--- src/rtl/acc_cmd_endpoint.sv ---
// -----------------------------------------------------------------------------
// acc_cmd_endpoint
//
// Accelerator-side endpoint of the manager command protocol. It takes
// execute-task commands off the manager's cmdin stream, forwards the task
// arguments to the kernel, waits for the kernel's done handshake and then
// returns a two-word finished notification (header, task id) on cmdout,
// tagged with this accelerator's ID.
//
// Ports:
//   aclk, aresetn           clock, synchronous active-low reset
//   cmdin_in_*              command words from the manager (tvalid/tready/tdata/tlast)
//   cmdout_out_*            notification words to the manager (tvalid/tready/tid/tdata)
//   arg_out_*               argument words to the kernel (tvalid/tready/tdata/tlast)
//   task_id, task_start     current task id and a one-cycle start pulse
//   done_in_tvalid/tready   kernel finished handshake
//   err_count               saturating count of malformed/unsupported commands
// -----------------------------------------------------------------------------
module acc_cmd_endpoint #(
  parameter int MAX_ACCS = 16,
  parameter int ACC_ID   = 0,
  parameter int MAX_ARGS = 15
) (
  input  logic                        aclk,
  input  logic                        aresetn,
  input  logic                        cmdin_in_tvalid,
  output logic                        cmdin_in_tready,
  input  logic [63:0]                 cmdin_in_tdata,
  input  logic                        cmdin_in_tlast,
  output logic                        cmdout_out_tvalid,
  input  logic                        cmdout_out_tready,
  output logic [$clog2(MAX_ACCS)-1:0] cmdout_out_tid,
  output logic [63:0]                 cmdout_out_tdata,
  output logic                        arg_out_tvalid,
  input  logic                        arg_out_tready,
  output logic [63:0]                 arg_out_tdata,
  output logic                        arg_out_tlast,
  output logic [63:0]                 task_id,
  output logic                        task_start,
  input  logic                        done_in_tvalid,
  output logic                        done_in_tready,
  output logic [15:0]                 err_count
);

  localparam int          TID_W      = $clog2(MAX_ACCS);
  localparam logic [7:0]  ACC_ID_8   = 8'(ACC_ID);
  localparam logic [7:0]  MAX_ARGS_8 = 8'(MAX_ARGS);
  localparam logic [7:0]  CMD_EXEC   = 8'h01;
  localparam logic [63:0] HDR_WORD   = {40'h0, ACC_ID_8, 8'h00, 8'h03};

  typedef enum logic [3:0] {
    ST_IDLE,
    ST_RD_PID,
    ST_RD_TID,
    ST_ARGS,
    ST_DRAIN,
    ST_DRAIN_THEN_WAIT,
    ST_WAIT_DONE,
    ST_SEND_HDR,
    ST_SEND_TID
  } state_t;

  state_t      r_state;
  state_t      w_nextState;

  logic [7:0]  r_argCnt;
  logic [63:0] r_taskId;
  logic        r_taskStart;
  logic [15:0] r_errCount;

  logic        w_cmdXfer;
  logic        w_errInc;
  logic        w_latchN;
  logic        w_latchTid;
  logic        w_decCnt;
  logic [7:0]  w_hdrCode;
  logic [7:0]  w_hdrN;
  logic        w_hdrOk;

  assign w_hdrCode = cmdin_in_tdata[7:0];
  assign w_hdrN    = cmdin_in_tdata[15:8];
  assign w_hdrOk   = (w_hdrCode == CMD_EXEC) && (w_hdrN <= MAX_ARGS_8);

  assign cmdout_out_tid = TID_W'(ACC_ID);
  assign task_id        = r_taskId;
  assign task_start     = r_taskStart;
  assign err_count      = r_errCount;

  // State register. Reset always lands in IDLE, which silently abandons
  // any task in flight: no done is consumed and no notification goes out.
  always_ff @(posedge aclk) begin
    if (!aresetn) begin
      r_state <= ST_IDLE;
    end else begin
      r_state <= w_nextState;
    end
  end

  // Handshake outputs and next-state decode. The first case decides which
  // side is allowed to handshake in each state; the second case uses the
  // resulting cmdin transfer to pick the next state and raise the strobes
  // that update the counter, task id and error count. In ARGS the cmdin
  // stream is wired straight through to the kernel so a stalled kernel
  // back-pressures the manager without any buffering here. IDLE's tready
  // is qualified by aresetn so nothing looks ready while reset is held.
  always_comb begin
    w_nextState       = r_state;
    w_errInc          = 1'b0;
    w_latchN          = 1'b0;
    w_latchTid        = 1'b0;
    w_decCnt          = 1'b0;
    cmdin_in_tready   = 1'b0;
    arg_out_tvalid    = 1'b0;
    arg_out_tdata     = '0;
    arg_out_tlast     = 1'b0;
    done_in_tready    = 1'b0;
    cmdout_out_tvalid = 1'b0;
    cmdout_out_tdata  = '0;

    case (r_state)
      ST_IDLE:            cmdin_in_tready = aresetn;
      ST_RD_PID,
      ST_RD_TID,
      ST_DRAIN,
      ST_DRAIN_THEN_WAIT: cmdin_in_tready = 1'b1;
      ST_ARGS: begin
        arg_out_tvalid  = cmdin_in_tvalid;
        cmdin_in_tready = arg_out_tready;
        arg_out_tdata   = cmdin_in_tdata;
        arg_out_tlast   = (r_argCnt == 8'd1) || cmdin_in_tlast;
      end
      ST_WAIT_DONE:       done_in_tready = 1'b1;
      ST_SEND_HDR: begin
        cmdout_out_tvalid = 1'b1;
        cmdout_out_tdata  = HDR_WORD;
      end
      ST_SEND_TID: begin
        cmdout_out_tvalid = 1'b1;
        cmdout_out_tdata  = r_taskId;
      end
      default: ;
    endcase

    w_cmdXfer = cmdin_in_tvalid && cmdin_in_tready;

    case (r_state)
      ST_IDLE: begin
        if (w_cmdXfer) begin
          if (w_hdrOk && !cmdin_in_tlast) begin
            w_latchN    = 1'b1;
            w_nextState = ST_RD_PID;
          end else begin
            w_errInc    = 1'b1;
            w_nextState = cmdin_in_tlast ? ST_IDLE : ST_DRAIN;
          end
        end
      end
      ST_RD_PID: begin
        if (w_cmdXfer) begin
          if (cmdin_in_tlast) begin
            w_errInc    = 1'b1;
            w_nextState = ST_IDLE;
          end else begin
            w_nextState = ST_RD_TID;
          end
        end
      end
      ST_RD_TID: begin
        if (w_cmdXfer) begin
          w_latchTid = 1'b1;
          if (cmdin_in_tlast && (r_argCnt != 8'd0)) begin
            w_errInc    = 1'b1;
            w_nextState = ST_IDLE;
          end else if (cmdin_in_tlast) begin
            w_nextState = ST_WAIT_DONE;
          end else if (r_argCnt == 8'd0) begin
            w_errInc    = 1'b1;
            w_nextState = ST_DRAIN;
          end else begin
            w_nextState = ST_ARGS;
          end
        end
      end
      ST_ARGS: begin
        if (w_cmdXfer) begin
          w_decCnt = 1'b1;
          if (r_argCnt == 8'd1) begin
            if (cmdin_in_tlast) begin
              w_nextState = ST_WAIT_DONE;
            end else begin
              w_errInc    = 1'b1;
              w_nextState = ST_DRAIN_THEN_WAIT;
            end
          end else if (cmdin_in_tlast) begin
            w_errInc    = 1'b1;
            w_nextState = ST_WAIT_DONE;
          end
        end
      end
      ST_DRAIN: begin
        if (w_cmdXfer && cmdin_in_tlast) begin
          w_nextState = ST_IDLE;
        end
      end
      ST_DRAIN_THEN_WAIT: begin
        if (w_cmdXfer && cmdin_in_tlast) begin
          w_nextState = ST_WAIT_DONE;
        end
      end
      ST_WAIT_DONE: begin
        if (done_in_tvalid) begin
          w_nextState = ST_SEND_HDR;
        end
      end
      ST_SEND_HDR: begin
        if (cmdout_out_tready) begin
          w_nextState = ST_SEND_TID;
        end
      end
      ST_SEND_TID: begin
        if (cmdout_out_tready) begin
          w_nextState = ST_IDLE;
        end
      end
      default: w_nextState = ST_IDLE;
    endcase
  end

  // Datapath registers. The argument counter is loaded with N from the
  // header word and counts down once per forwarded argument, so in ARGS it
  // always holds the number of arguments still owed to the kernel. The
  // task id is captured on the RD_TID transfer and task_start follows one
  // cycle later, so both are visible in the same cycle. The error count
  // sticks at all-ones rather than wrapping back to zero.
  always_ff @(posedge aclk) begin
    if (!aresetn) begin
      r_argCnt    <= '0;
      r_taskId    <= '0;
      r_taskStart <= 1'b0;
      r_errCount  <= '0;
    end else begin
      r_taskStart <= w_latchTid;
      if (w_latchN) begin
        r_argCnt <= w_hdrN;
      end else if (w_decCnt) begin
        r_argCnt <= r_argCnt - 8'd1;
      end
      if (w_latchTid) begin
        r_taskId <= cmdin_in_tdata;
      end
      if (w_errInc && (r_errCount != 16'hFFFF)) begin
        r_errCount <= r_errCount + 16'd1;
      end
    end
  end

endmodule

--- config.mk ---
export PLATFORM = sky130hd
export DESIGN_NAME = acc_cmd_endpoint
export DESIGN_NICKNAME = d
export VERILOG_FILES = /design/src/rtl/acc_cmd_endpoint.sv
export SDC_FILE = /design/constraint.sdc
export NUM_CORES = 1
export LEC_CHECK = 0
export BUFFER_PORTS_ARGS = -buffer_cell sky130_fd_sc_hd__buf_2
export CORE_MARGIN = 5
export CORE_UTILIZATION = 40
export DETAILED_ROUTE_END_ITERATION = 16
export HOLD_SLACK_MARGIN = 0.08
export PLACE_DENSITY = 0.79
export SLEW_MARGIN = 20
export SYNTH_ARGS = -nofsm -noshare
export SYNTH_HDL_FRONTEND = slang
export SYNTH_SLANG_ARGS = --single-unit
export TNS_END_PERCENT = 50
--- constraint.sdc ---
create_clock -name aclk -period 2.31 [get_ports aclk]
set_input_delay 0 -clock aclk [delete_from_list [all_inputs] [get_ports aclk]]
set_output_delay 0 -clock aclk [all_outputs]
set_load 0.02 [all_outputs]
**Word-level counts from Yosys, hierarchy flattened**

Cells that the tools add are included.

- Add/sub/neg operators: 2
- Reduce and logical (&&, ||, !) cells: 15
- Equal/unequal tests: 21
- Muxes and demuxes: 46
- $lt $le $gt $ge: 1

Operators by type and width:

| kind | number |
|---|---|
| $pmux 64 s2 | 1 |
| $mux 64 | 1 |
| $mux 4 | 11 |
| $pmux 4 s9 | 1 |
| $mux 1 | 21 |
| $ne 2x2->1 const B | 9 |
| $add 16x1->16 const B | 1 |
| $eq 4x3->1 const B | 4 |
| $eq 8x1->1 const B | 2 |
| $mux 8 | 2 |
| $ne 16x16->1 const B | 1 |
| $mux 3 | 5 |
| $reduce_and 10->1 | 1 |
| $eq 4x2->1 const B | 2 |
| $le 8x4->1 const B | 1 |
| $logic_not 8->1 | 1 |
| $reduce_bool 8->1 | 1 |
| $sub 8x1->8 const B | 1 |
| $logic_and 1x1->1 | 6 |
| $eq 4x1->1 const B | 1 |
| $eq 4x4->1 const B | 1 |
| $logic_not 4->1 | 1 |
| $mux 2 | 2 |
| $pmux 1 s4 | 1 |
| 7 further kinds | 7 |

- Input bits: 71
- Output and inout bits: 218
- Bits in registers: 93

**Longest topological paths before layout**

Gate-level depths: netlist (run 1).

- Depth in word-level cells: 8
- Mapped depth: 11

**Worst setup path after synthesis (run 1)**

OpenSTA, ideal clock, no wires.

- Kind: register -> register
- From: register r_argCnt[4]
- To: register r_errCount[9] (netlist: err_count[9])
- Arrival time: 2.342 ns
- Cell stages (with the launch flop): 12
- Setup time: 0.070 ns
- Path slack: -0.103 ns
- Path through: dfxtp_1 -> nor3_1 -> and3b_1 -> nand2_1 -> ha_1 -> nand3_1 -> o21ai_0 -> a2bb2oi_2 -> or3_1 -> buf_2 -> or4_1 -> a21oi_1

- Longest elaborated chain between the ends: 7
- Elaborated cells between the ends (all ways): 12
- Those cells by class: 1 x eq/ne; 7 x mux; 4 x reduce/logical

RTL lines:

| element | RTL line | source |
|---|---|---|
| from (decl) | 66 | `logic [7:0] r_argCnt;` |
| from (signal assigned) | 244 | `r_argCnt <= w_hdrN;` |
| from (signal assigned) | 246 | `r_argCnt <= r_argCnt - 8'd1;` |
| $logic_not 8->1 | 176 | `end else if (r_argCnt == 8'd0) begin` |
| $mux 1 | 176 |  |
| $mux 1 | 174 | `end else if (cmdin_in_tlast) begin` |
| $mux 1 | 171 | `if (cmdin_in_tlast && (r_argCnt != 8'd0)) begin` |
| $mux 1 | 169 | `if (w_cmdXfer) begin` |
| $pmux 1 s4 (*) | 146 | `case (r_state)` |
| $logic_and 1x1->1 (*) | 251 | `if (w_errInc && (r_errCount != 16'hFFFF)) begin` |
| to (signal assigned) | 252 | `r_errCount <= r_errCount + 16'd1;` |
| to (decl) | 69 | `logic [15:0] r_errCount;` |

Every way passes the cells marked *; elsewhere a longest branch is shown, timed or not.
A chain may end at the register's enable or synchronous reset.

**Final worst setup path (run 1)**

- From: register r_argCnt[6]
- To: register r_errCount[15] (netlist: err_count[15])

Same word-level chain as after synthesis.

==> results of run 1 <==
layer usage:
metal / up-vias / share of wire, % / GRT usage [%]
li1: 2859 / - / -
met2: 285 / 50 / 41.3
met3: 42 / 8.0 / 5.15
met1: 2790 / 40 / 28.6
met5: - / 0 / 0
met4: 0 / 2.5 / 9.38
power groups by stage:
| stage | sequential, mW | combinational [mW] | clock [mW] |
|---|---|---|---|
| floorplan | 1.65 | 0.115 | 0 |
| global placement | 1.65 | 0.240 | 0 |
| detailed placement | 1.65 | 0.242 | 0 |
| CTS | 1.62 | 0.330 | 1.61 |
| global route | 1.62 | 0.373 | 1.66 |
| finish | 1.62 | 0.350 | 1.57 |
cell families after synthesis:
| logic type | count (synthesis) | synth area share (%) |
|---|---|---|
| xor+xnor | 10 | 1.76 |
| fa+ha+maj | 10 | 2.51 |
| buf+inv | 62 | 5.52 |
| compound gates | 111 | 13.2 |
| other cells | 1 | 0.0752 |
| flops | 93 | 37.3 |
| mux | 6 | 1.20 |
| simple gates | 366 | 38.4 |
synthesized netlist by cell type (4+ instances only):
library cell	count	area share, %
and3_1	10	1.3
mux2i_1	6	1.2
xnor2_1	8	1.4
or4_1	4	0.60
a21oi_1	76	7.6
nor4b_1	4	0.70
o21ai_0	7	0.70
or3_1	4	0.50
nor2b_1	4	0.50
nor3_1	8	0.80
nand2_1	148	11
buf_4	4	0.60
nor4_1	6	0.75
inv_1	8	0.60
nand3_1	12	1.2
dfxtp_1	93	37
clkbuf_1	38	2.9
nand2b_1	4	0.50
nor2_1	19	1.4
and2_1	129	16
ha_1	10	2.5
worst paths after layout:
check,to,slack (ns),cells past startpoint
setup reg to reg,err_count[15]$_SDFFE_PN0P_,-0.08,10
hold / removal,r_argCnt[3]$_SDFFE_PN0P_,0.14,4
setup / recovery,err_count[15]$_SDFFE_PN0P_,-0.08,10
hold reg to reg,task_id[13]$_SDFFE_PN0P_,0.46,2
registers in the layout, summed over array words and instances (netlist names):
signal and count:
r_argCnt 8, task_start 1, err_count 16, task_id 64, r_state 4
area by class of cell:
class                           instances  area [um^2]
Fill cell                            1030         4370
Multi-Input combinational cell        507         2960
Timing Repair Buffer                  382         2350
Sequential cell                        93         1860
Clock buffer                           10          229
Tap cell                              168          210
Clock inverter                          6         86.3
Inverter                               10         37.5
repair_timing:
item / CTS / global route
cloned: 0 / 0
endpoints found under the hold margin: 69 / 0
buffers inserted: 1 / 1
setup endpoints to repair: 6 / 17
gates resized for setup: 5 / 15
pin swaps: 8 / 13
hold buffers: 65 / 0
worst register-to-register path: cells and delay by family (launching register included):
| kind | cells | cell delay [ns] |
|---|---|---|
| simple gates | 6 | 1.42 |
| flops | 1 | 0.32 |
| compound gates | 3 | 0.32 |
| fa+ha+maj | 1 | 0.27 |
==> impl_metrics.env, run 1 <==
export IMPL_status="finished, violations left"
export IMPL_violations="setup timing"
export IMPL_nets=1084
export IMPL_drc=0
export IMPL_cap_violations=0
export IMPL_gp_congestion=0.872
export IMPL_power_density_nw_per_um2=458
export IMPL_hp_start="aresetn"
export IMPL_instances_no_fill=1176
export IMPL_min_path_type="input pin to flop"
export IMPL_grt_pass1_vias=5686
export IMPL_cp_top_family="simple AND/OR/NAND/NOR gates"
export IMPL_clockPowerShare_pct=44.4
export IMPL_finalInstanceArea_um2=7740
export IMPL_grt_util_all_layers_pct=23.8
export IMPL_ys_warn_count=0
export IMPL_layout_common_cells="284 x buf_2, 146 x nand2_1, 129 x and2_1"
export IMPL_die_w_um=122
export IMPL_cts_max_level=3
export IMPL_area_growth_pct=55.2
export IMPL_dr_first_iter_drc_count=313
export IMPL_cts_sinks=93
export IMPL_fmax_mhz=419
export IMPL_p_comb_share_pct=9.9
export IMPL_async_flop_share_pct=0
export IMPL_finalHoldViolations=0
export IMPL_utilization_pct=63.9
export IMPL_rsz0062_at_grt="true"
export IMPL_coreArea_um2=12100
export IMPL_synthCells=659
export IMPL_ctsLongestPathBuffers=2
export IMPL_fp_dieH_um=122
export IMPL_layout_setup_ws_ns=-0.0761
export IMPL_grt_max_degree=70
export IMPL_ant_nets=0
export IMPL_path_clk_slew_ns=0.07
export IMPL_clock_latency_ns=0.34
export IMPL_drive_gt1_share_pct=36.3
export IMPL_synth_cell_types=61
export IMPL_slew_headroom_pct=43.8
export IMPL_crit_start="r_argCnt[6]$_SDFFE_PN0P_"
export IMPL_routed_wirelength_mm=19.1
export IMPL_io_pins=289
export IMPL_tns_ns=-0.196
export IMPL_synthesis_area_um2=4990
export IMPL_p_int_mw=2.73
export IMPL_initial_core_util_pct=41.2
export IMPL_grt_pass1_wl_mm=28.7
export IMPL_start_kind="flop"
export IMPL_holdWs_ns=0.139
export IMPL_path_cells="nor3_2 > and3b_2 > nand2_2 > ha_4 > nand3_2 > o21ai_2 > a2bb2oi_2 > or3_4 > or4_1 > a21oi_1"
export IMPL_p_leak_nw=3.85
export IMPL_required_ns=2.58
export IMPL_cts_tree="done"
export IMPL_cts_root_buffer="clkbuf_16"
export IMPL_r2r_start="r_argCnt[6]$_SDFFE_PN0P_"
export IMPL_post_place_ws_ns=-0.128
export IMPL_post_dp_cell_area_um2=6660
export IMPL_p_seq_share_pct=45.7
export IMPL_ir_drop_mv=0.297
export IMPL_power_switching_mw=0.810
export IMPL_crit_type="flop to flop"
export IMPL_portBuffers=284
export IMPL_rows=40
export IMPL_cp_slowest_cell="or4_1"
export IMPL_antenna_found_initial=0
export IMPL_switching_share_pct=22.9
export IMPL_synth_seq_cells=93
export IMPL_crit_fanout=8
export IMPL_power_mw=3.54
export IMPL_arrival_ns=2.65
export IMPL_slew_viol_final=0
export IMPL_report_final_setup_viol=4
export IMPL_placed_cells=1093
export IMPL_dieArea_um2=14800
export IMPL_first_pass_iters=5
export IMPL_grt_overflow_total=0
export IMPL_vias=5976
export IMPL_finalCriticalPeriod_ns=2.39
export IMPL_hpwl_mm=12.9
export IMPL_synth_edff_count=0
export IMPL_worst_setup_path_end_kind="flop"
export IMPL_vias_per_cell=5.08
export IMPL_cpPeakStageDelay_ns=0.42
export IMPL_fin_skew_ns=0.00728
export IMPL_routedWlPerCell_um=16.2
export IMPL_yosysSeqAreaShare_pct=37.3
export IMPL_final_common_cell="buf_2"
export IMPL_path_buf_inv=0
export IMPL_worst_pin_slew_ns=0.843
export IMPL_synth_main_ff_cell="dfxtp_1"
export IMPL_insertedDiodeCount=0
export IMPL_avgSynthCellArea_um2=7.57
export IMPL_cts_buffers=9
export IMPL_min_period_over_period_pct=103
Power figures use the tool's default switching activity.
==> inputs of run 2 (changes only) <==
Settings changed: SETUP_SLACK_MARGIN from default to 0.1.
==> run 2 against run 1 <==
  * The run still ends with setup timing left
  * Clock power barely moved
  * Fmax fell by 0.74%
  * Routed wire length rose by 1.1%
  * Total power rose by 0.31%
==> impl_metrics.env, run 2 (synthesized netlist as in run 1, its figures left out) <==
export IMPL_drive_gt1_share_pct=37.4
export IMPL_post_dp_cell_area_um2=6660
export IMPL_r2r_start="r_argCnt[6]$_SDFFE_PN0P_"
export IMPL_area_growth_pct=58.1
export IMPL_power_density_nw_per_um2=451
export IMPL_cp_slowest_cell="or3_4"
export IMPL_gp_congestion=0.872
export IMPL_grt_pass1_vias=5713
export IMPL_grt_overflow_total=0
export IMPL_nets=1089
export IMPL_io_pins=289
export IMPL_cpPeakStageDelay_ns=0.41
export IMPL_ir_drop_mv=0.296
export IMPL_routedWlPerCell_um=16.3
export IMPL_routed_wirelength_mm=19.3
export IMPL_layout_common_cells="284 x buf_2, 145 x nand2_1, 129 x and2_1"
export IMPL_grt_pass1_wl_mm=28.8
export IMPL_ant_nets=0
export IMPL_start_kind="flop"
export IMPL_drc=0
export IMPL_die_w_um=122
export IMPL_initial_core_util_pct=41.2
export IMPL_vias=5985
export IMPL_grt_util_all_layers_pct=23.9
export IMPL_status="finished, violations left"
export IMPL_finalInstanceArea_um2=7880
export IMPL_min_path_type="input pin to flop"
export IMPL_largest_reg_flops=64
export IMPL_clock_latency_ns=0.34
export IMPL_slew_viol_final=0
export IMPL_antenna_found_initial=0
export IMPL_utilization_pct=65.1
export IMPL_crit_start="r_argCnt[6]$_SDFFE_PN0P_"
export IMPL_min_period_over_period_pct=104
export IMPL_path_clk_slew_ns=0.07
export IMPL_grt_max_degree=70
export IMPL_vias_per_cell=5.07
export IMPL_path_cells="nor3_2 > and3b_2 > nand2_2 > ha_4 > nand3_2 > o21ai_2 > a2bb2oi_2 > or3_4 > buf_4 > o31ai_2 > a21oi_2"
export IMPL_slew_headroom_pct=45.2
export IMPL_worst_setup_path_end_kind="flop"
export IMPL_dieArea_um2=14800
export IMPL_fin_skew_ns=0.00638
export IMPL_hpwl_mm=12.9
export IMPL_cap_violations=0
export IMPL_cts_tree="done"
export IMPL_coreArea_um2=12100
export IMPL_crit_fanout=8
export IMPL_cts_sinks=93
export IMPL_finalCriticalPeriod_ns=2.40
export IMPL_crit_type="flop to flop"
export IMPL_cts_max_level=3
export IMPL_cts_buffers=9
export IMPL_arrival_ns=2.60
export IMPL_first_pass_iters=5
export IMPL_hp_start="aresetn"
export IMPL_required_ns=2.50
export IMPL_final_common_cell="buf_2"
export IMPL_rsz0062_at_grt="true"
export IMPL_rows=40
export IMPL_fp_dieH_um=122
export IMPL_violations="setup timing"
export IMPL_dr_first_iter_drc_count=343
export IMPL_fmax_mhz=416
export IMPL_report_final_setup_viol=7
export IMPL_portBuffers=284
export IMPL_worst_pin_slew_ns=0.821
export IMPL_cts_root_buffer="clkbuf_16"
export IMPL_ctsLongestPathBuffers=2
export IMPL_layout_setup_ws_ns=-0.0938
export IMPL_insertedDiodeCount=0
export IMPL_finalHoldViolations=0
export IMPL_p_leak_nw=3.88
run 2: critical path: cells and delay by family (launching register included):
kind,cells,cell delay [ns]
AO/OA/AOI/OAI,4,0.52
adder cells (fa/ha/maj),1,0.27
buffers and inverters,1,0.16
flip-flops,1,0.32
AND/OR/NAND/NOR,5,0.99
run 2: cell type report:
cell class | count | area [um^2]
well taps | 168 | 210
repair buffers | 387 | 2400
multi-input cells | 507 | 3050
flip-flops and latches | 93 | 1870
clock inverters | 6 | 86.3
inverters | 10 | 37.5
clock buffers | 10 | 229
fillers | 1011 | 4230
run 2: final timing paths:
| path | to | slack [ns] | depth (start not counted) |
|---|---|---|---|
| hold reg to reg | task_id[13]$_SDFFE_PN0P_ | 0.46 | 2 |
| hold / removal | r_argCnt[3]$_SDFFE_PN0P_ | 0.14 | 4 |
| setup / recovery | err_count[13]$_SDFFE_PN0P_ | -0.09 | 11 |
| setup reg to reg | err_count[13]$_SDFFE_PN0P_ | -0.09 | 11 |
run 2: routing by layer:
metal / global-route usage, % / vias up / routed length, um
met1: 28.8 / 2782 / 7480
met2: 41.6 / 284 / 9690
li1: - / 2875 / -
met4: 9.38 / 0 / 523
met3: 5.15 / 44 / 1590
met5: 0 / - / 0
run 2: power breakdown:
part	leakage (nW)	internal (mW)	switching (mW)
sequential	0.751	1.61	0.0106
combinational	2.97	0.180	0.178
clock	0.153	0.949	0.628
run 2: stage by stage:
stage	instances	setup WS (ns)	hold WS, ns	TNS, ns	power [mW]
floorplan	662	-0.0527	0.136	-0.158	1.77
global placement	1093	-0.0695	0.251	-0.197	1.89
detailed placement	1093	-0.128	0.254	-0.462	1.90
CTS	1179	-0.0678	0.115	-0.246	3.56
global route	1181	-0.176	0.160	-1.25	3.66
finish	1181	-0.0938	0.135	-0.315	3.55
run 2: repair_timing:
action,CTS,global route
hold endpoints to repair,69,0
pin swaps,12,22
setup buffers,5,2
resized for setup,11,27
hold buffers,65,0
setup endpoints to repair,15,38
==> inputs of run 3 (changes only) <==
Settings changed: ABC_AREA from default to 1, BUFFER_PORTS_ARGS -buffer_cell sky130_fd_sc_hd__buf_2 to -buffer_cell sky130_fd_sc_hd__buf_4, CORE_UTILIZATION 40 to 41, PLACE_DENSITY 0.79 to 0.8.
==> run 3 against run 2 <==
  * The run now ends clean
  * Design area up 7.4%
  * Sequential share of layout area is 1.7 points lower
  * Register-to-register slack improved by 0.30 ns
  * Count of clock-buffer cells in the layout is 1 higher
  * Largest cell class is now buffers
==> impl_metrics.env, run 3 <==
export IMPL_fp_dieH_um=123
export IMPL_fmax_mhz=475
export IMPL_ir_drop_mv=0.693
export IMPL_layout_common_cells="303 x buf_4, 173 x nor2_1, 157 x inv_1"
export IMPL_power_mw=5.75
export IMPL_routed_wirelength_mm=20.4
export IMPL_cts_root_buffer="clkbuf_16"
export IMPL_avgSynthCellArea_um2=6.53
export IMPL_grt_overflow_total=0
export IMPL_worst_pin_slew_ns=0.757
export IMPL_report_final_setup_viol=0
export IMPL_coreArea_um2=12600
export IMPL_slew_viol_final=0
export IMPL_synth_main_ff_cell="dfxtp_1"
export IMPL_rows=41
export IMPL_p_int_mw=3.57
export IMPL_min_path_type="input pin to flop"
export IMPL_ctsLongestPathBuffers=2
export IMPL_switching_share_pct=38.0
export IMPL_dr_wl_met2_mm=10.2
export IMPL_dieArea_um2=15200
export IMPL_top_layer_used="met4"
export IMPL_synth_adder_area_share_pct=2.38
export IMPL_synth_top_cell_area_share_pct=35.4
export IMPL_tns_ns=0
export IMPL_nets=1222
export IMPL_wl_met3_mm=2.00
export IMPL_rsz0062_at_grt="false"
export IMPL_arrival_ns=2.32
export IMPL_dr_first_iter_drc_count=455
export IMPL_synth_edff_count=0
export IMPL_synthMuxAreaShare_pct=0
export IMPL_clock_latency_ns=0.34
export IMPL_grt_max_degree=65
export IMPL_io_pins=289
export IMPL_synth_compound_area_share_pct=15.4
export IMPL_largest_reg_flops=64
export IMPL_vias_per_cell=4.88
export IMPL_cap_violations=0
export IMPL_fin_skew_ns=0.00817
export IMPL_synth_simple_gate_area_share_pct=25.9
export IMPL_synthesis_area_um2=5260
export IMPL_synth_top_area_cell="dfxtp_1"
export IMPL_start_kind="flop"
export IMPL_synth_commonest_cells="173 x nor2_1, 157 x inv_1, 93 x dfxtp_1"
export IMPL_cts_tree="done"
export IMPL_required_ns=2.53
export IMPL_first_pass_iters=5
export IMPL_nFillCells=1025
export IMPL_cts_buffers=9
export IMPL_multi_input_area_um2=2530
export IMPL_synthTopCellsByArea="dfxtp_1 35%, nor2_1 12%, inv_1 11%"
export IMPL_grt_pass1_wl_mm=30.8
export IMPL_cts_max_level=3
export IMPL_clockPowerShare_pct=26.6
export IMPL_gp_congestion=0.938
export IMPL_ys_warn_count=0
export IMPL_min_period_over_period_pct=91.1
export IMPL_worst_setup_path_end_kind="flop"
export IMPL_path_clk_slew_ns=0.07
export IMPL_p_comb_share_pct=39.7
export IMPL_drt_met1_wl_mm=7.55
export IMPL_synthCells=805
export IMPL_antenna_found_initial=0
export IMPL_grt_util_all_layers_pct=25.9
export IMPL_drc=0
export IMPL_area_growth_pct=61.0
export IMPL_insertedDiodeCount=0
export IMPL_ant_nets=0
export IMPL_drive_gt1_share_pct=30.5
export IMPL_crit_fanout=30
export IMPL_cts_sinks=93
export IMPL_synth_most_common_cell="nor2_1"
export IMPL_synth_top_family_by_area="simple AND/OR/NAND/NOR gates"
export IMPL_final_common_cell="buf_4"
export IMPL_p_seq_share_pct=33.7
export IMPL_slew_headroom_pct=49.6
export IMPL_async_flop_share_pct=0
export IMPL_initial_core_util_pct=41.7
export IMPL_yosysSeqAreaShare_pct=35.4
export IMPL_synth_seq_cells=93
export IMPL_hpwl_mm=14.1
export IMPL_routedWlPerCell_um=15.5
export IMPL_seq_area_um2=1860
export IMPL_crit_type="flop to flop"
export IMPL_die_w_um=123
export IMPL_synth_cell_types=34
export IMPL_grt_pass1_vias=6092
export IMPL_status="finished clean"
export IMPL_vias=6438
export IMPL_portBuffers=284
export IMPL_finalHoldViolations=0
export IMPL_power_density_nw_per_um2=680
export IMPL_finalCriticalPeriod_ns=2.10
export IMPL_synth_xor_area_share_pct=3.16
export IMPL_power_switching_mw=2.19
export IMPL_p_leak_nw=4.19
-- run 3: cell types whose count changed after synthesis, sizes merged, moves of 7 or more --
cell	before	now
nand2	148	75
and3	12	0
a21oi	76	88
nand3	13	44
clkbuf	39	19
nor2	19	177
and2	129	0
nand4	3	10
o21ai	9	69
xor2	2	11
buf	12	27
inv	10	162
-- run 3: what timing repair did --
action,4_1_cts,5_1_grt
setup buffers,1,2
setup endpoints to repair,15,16
pin swaps,1,3
gates cloned,0,0
endpoints found under the hold margin,68,0
hold buffers,64,0
gates resized for setup,2,5
-- run 3: power by group through the flow --
stage          sequential (mW)  clock (mW)  combinational, mW
2_1_floorplan             2.18           0               1.15
3_3_place_gp              1.96           0               2.09
3_5_place_dp              1.97           0               2.11
4_1_cts                   1.94        1.58               2.23
5_1_grt                   1.96        1.65               2.47
6_report                  1.94        1.53               2.28
-- run 3: area by class of cell --
class / count / share of cell area (%)
clock buffer: 11 / 2.99
clock inverter: 5 / 0.695
inverter: 163 / 7.24
multi-input combinational: 506 / 29.9
sequential: 93 / 22.0
tap: 172 / 2.54
timing repair buffer: 368 / 34.7
-- run 3: path summary, 6_finish.rpt --
check	startpoint	endpoint	slack, ns	depth (start not counted)
hold reg to reg	task_id[1]$_SDFFE_PN0P_	task_id[1]$_SDFFE_PN0P_	0.47	2
setup / recovery	r_state[3]$_SDFFE_PN0P_	task_id[38]$_SDFFE_PN0P_	0.21	11
hold / removal	cmdin_in_tvalid	r_argCnt[4]$_SDFFE_PN0P_	0.12	5
setup reg to reg	r_state[3]$_SDFFE_PN0P_	task_id[38]$_SDFFE_PN0P_	0.21	11
-- run 3: cells by family after synthesis --
logic type | after synthesis
simple gates | 314
buf+inv | 209
compound gates | 159
flops | 93
xor+xnor | 19
fa+ha+maj | 10
other cells | 1
-- run 3: metrics by stage --
stage | hold WS (ns) | util, % | instances | setup slack [ns] | cell area, um^2
finish | 0.118 | 67.1 | 1318 | 0.206 | 8470
global placement | 0.269 | 59.0 | 1235 | 0.0846 | 7450
CTS | 0.0840 | 66.7 | 1316 | 0.111 | 8420
detailed placement | 0.278 | 59.0 | 1235 | -0.0257 | 7450
floorplan | 0.119 | - | 808 | 0.251 | 5270
global route | 0.116 | 67.1 | 1318 | 0.100 | 8470
-- run 3: metal layers --
| layer | track usage [%] | up-vias |
|---|---|---|
| met4 | 10.7 | 0 |
| li1 | - | 3136 |
| met3 | 9.10 | 52 |
| met2 | 46.4 | 302 |
| met5 | 0 | - |
| met1 | 27.6 | 2948 |
-- run 3: critical path, stage by stage (launching register included) --
cell,delay (ns)
dfxtp_1,0.35
nor2_2,0.31
nand3_1,0.12
nand2_1,0.10
inv_2,0.06
nand2_8,0.09
nand2_4,0.07
inv_2,0.08
nand2_4,0.22
buf_4,0.31
o21ai_1,0.19
a21oi_1,0.08
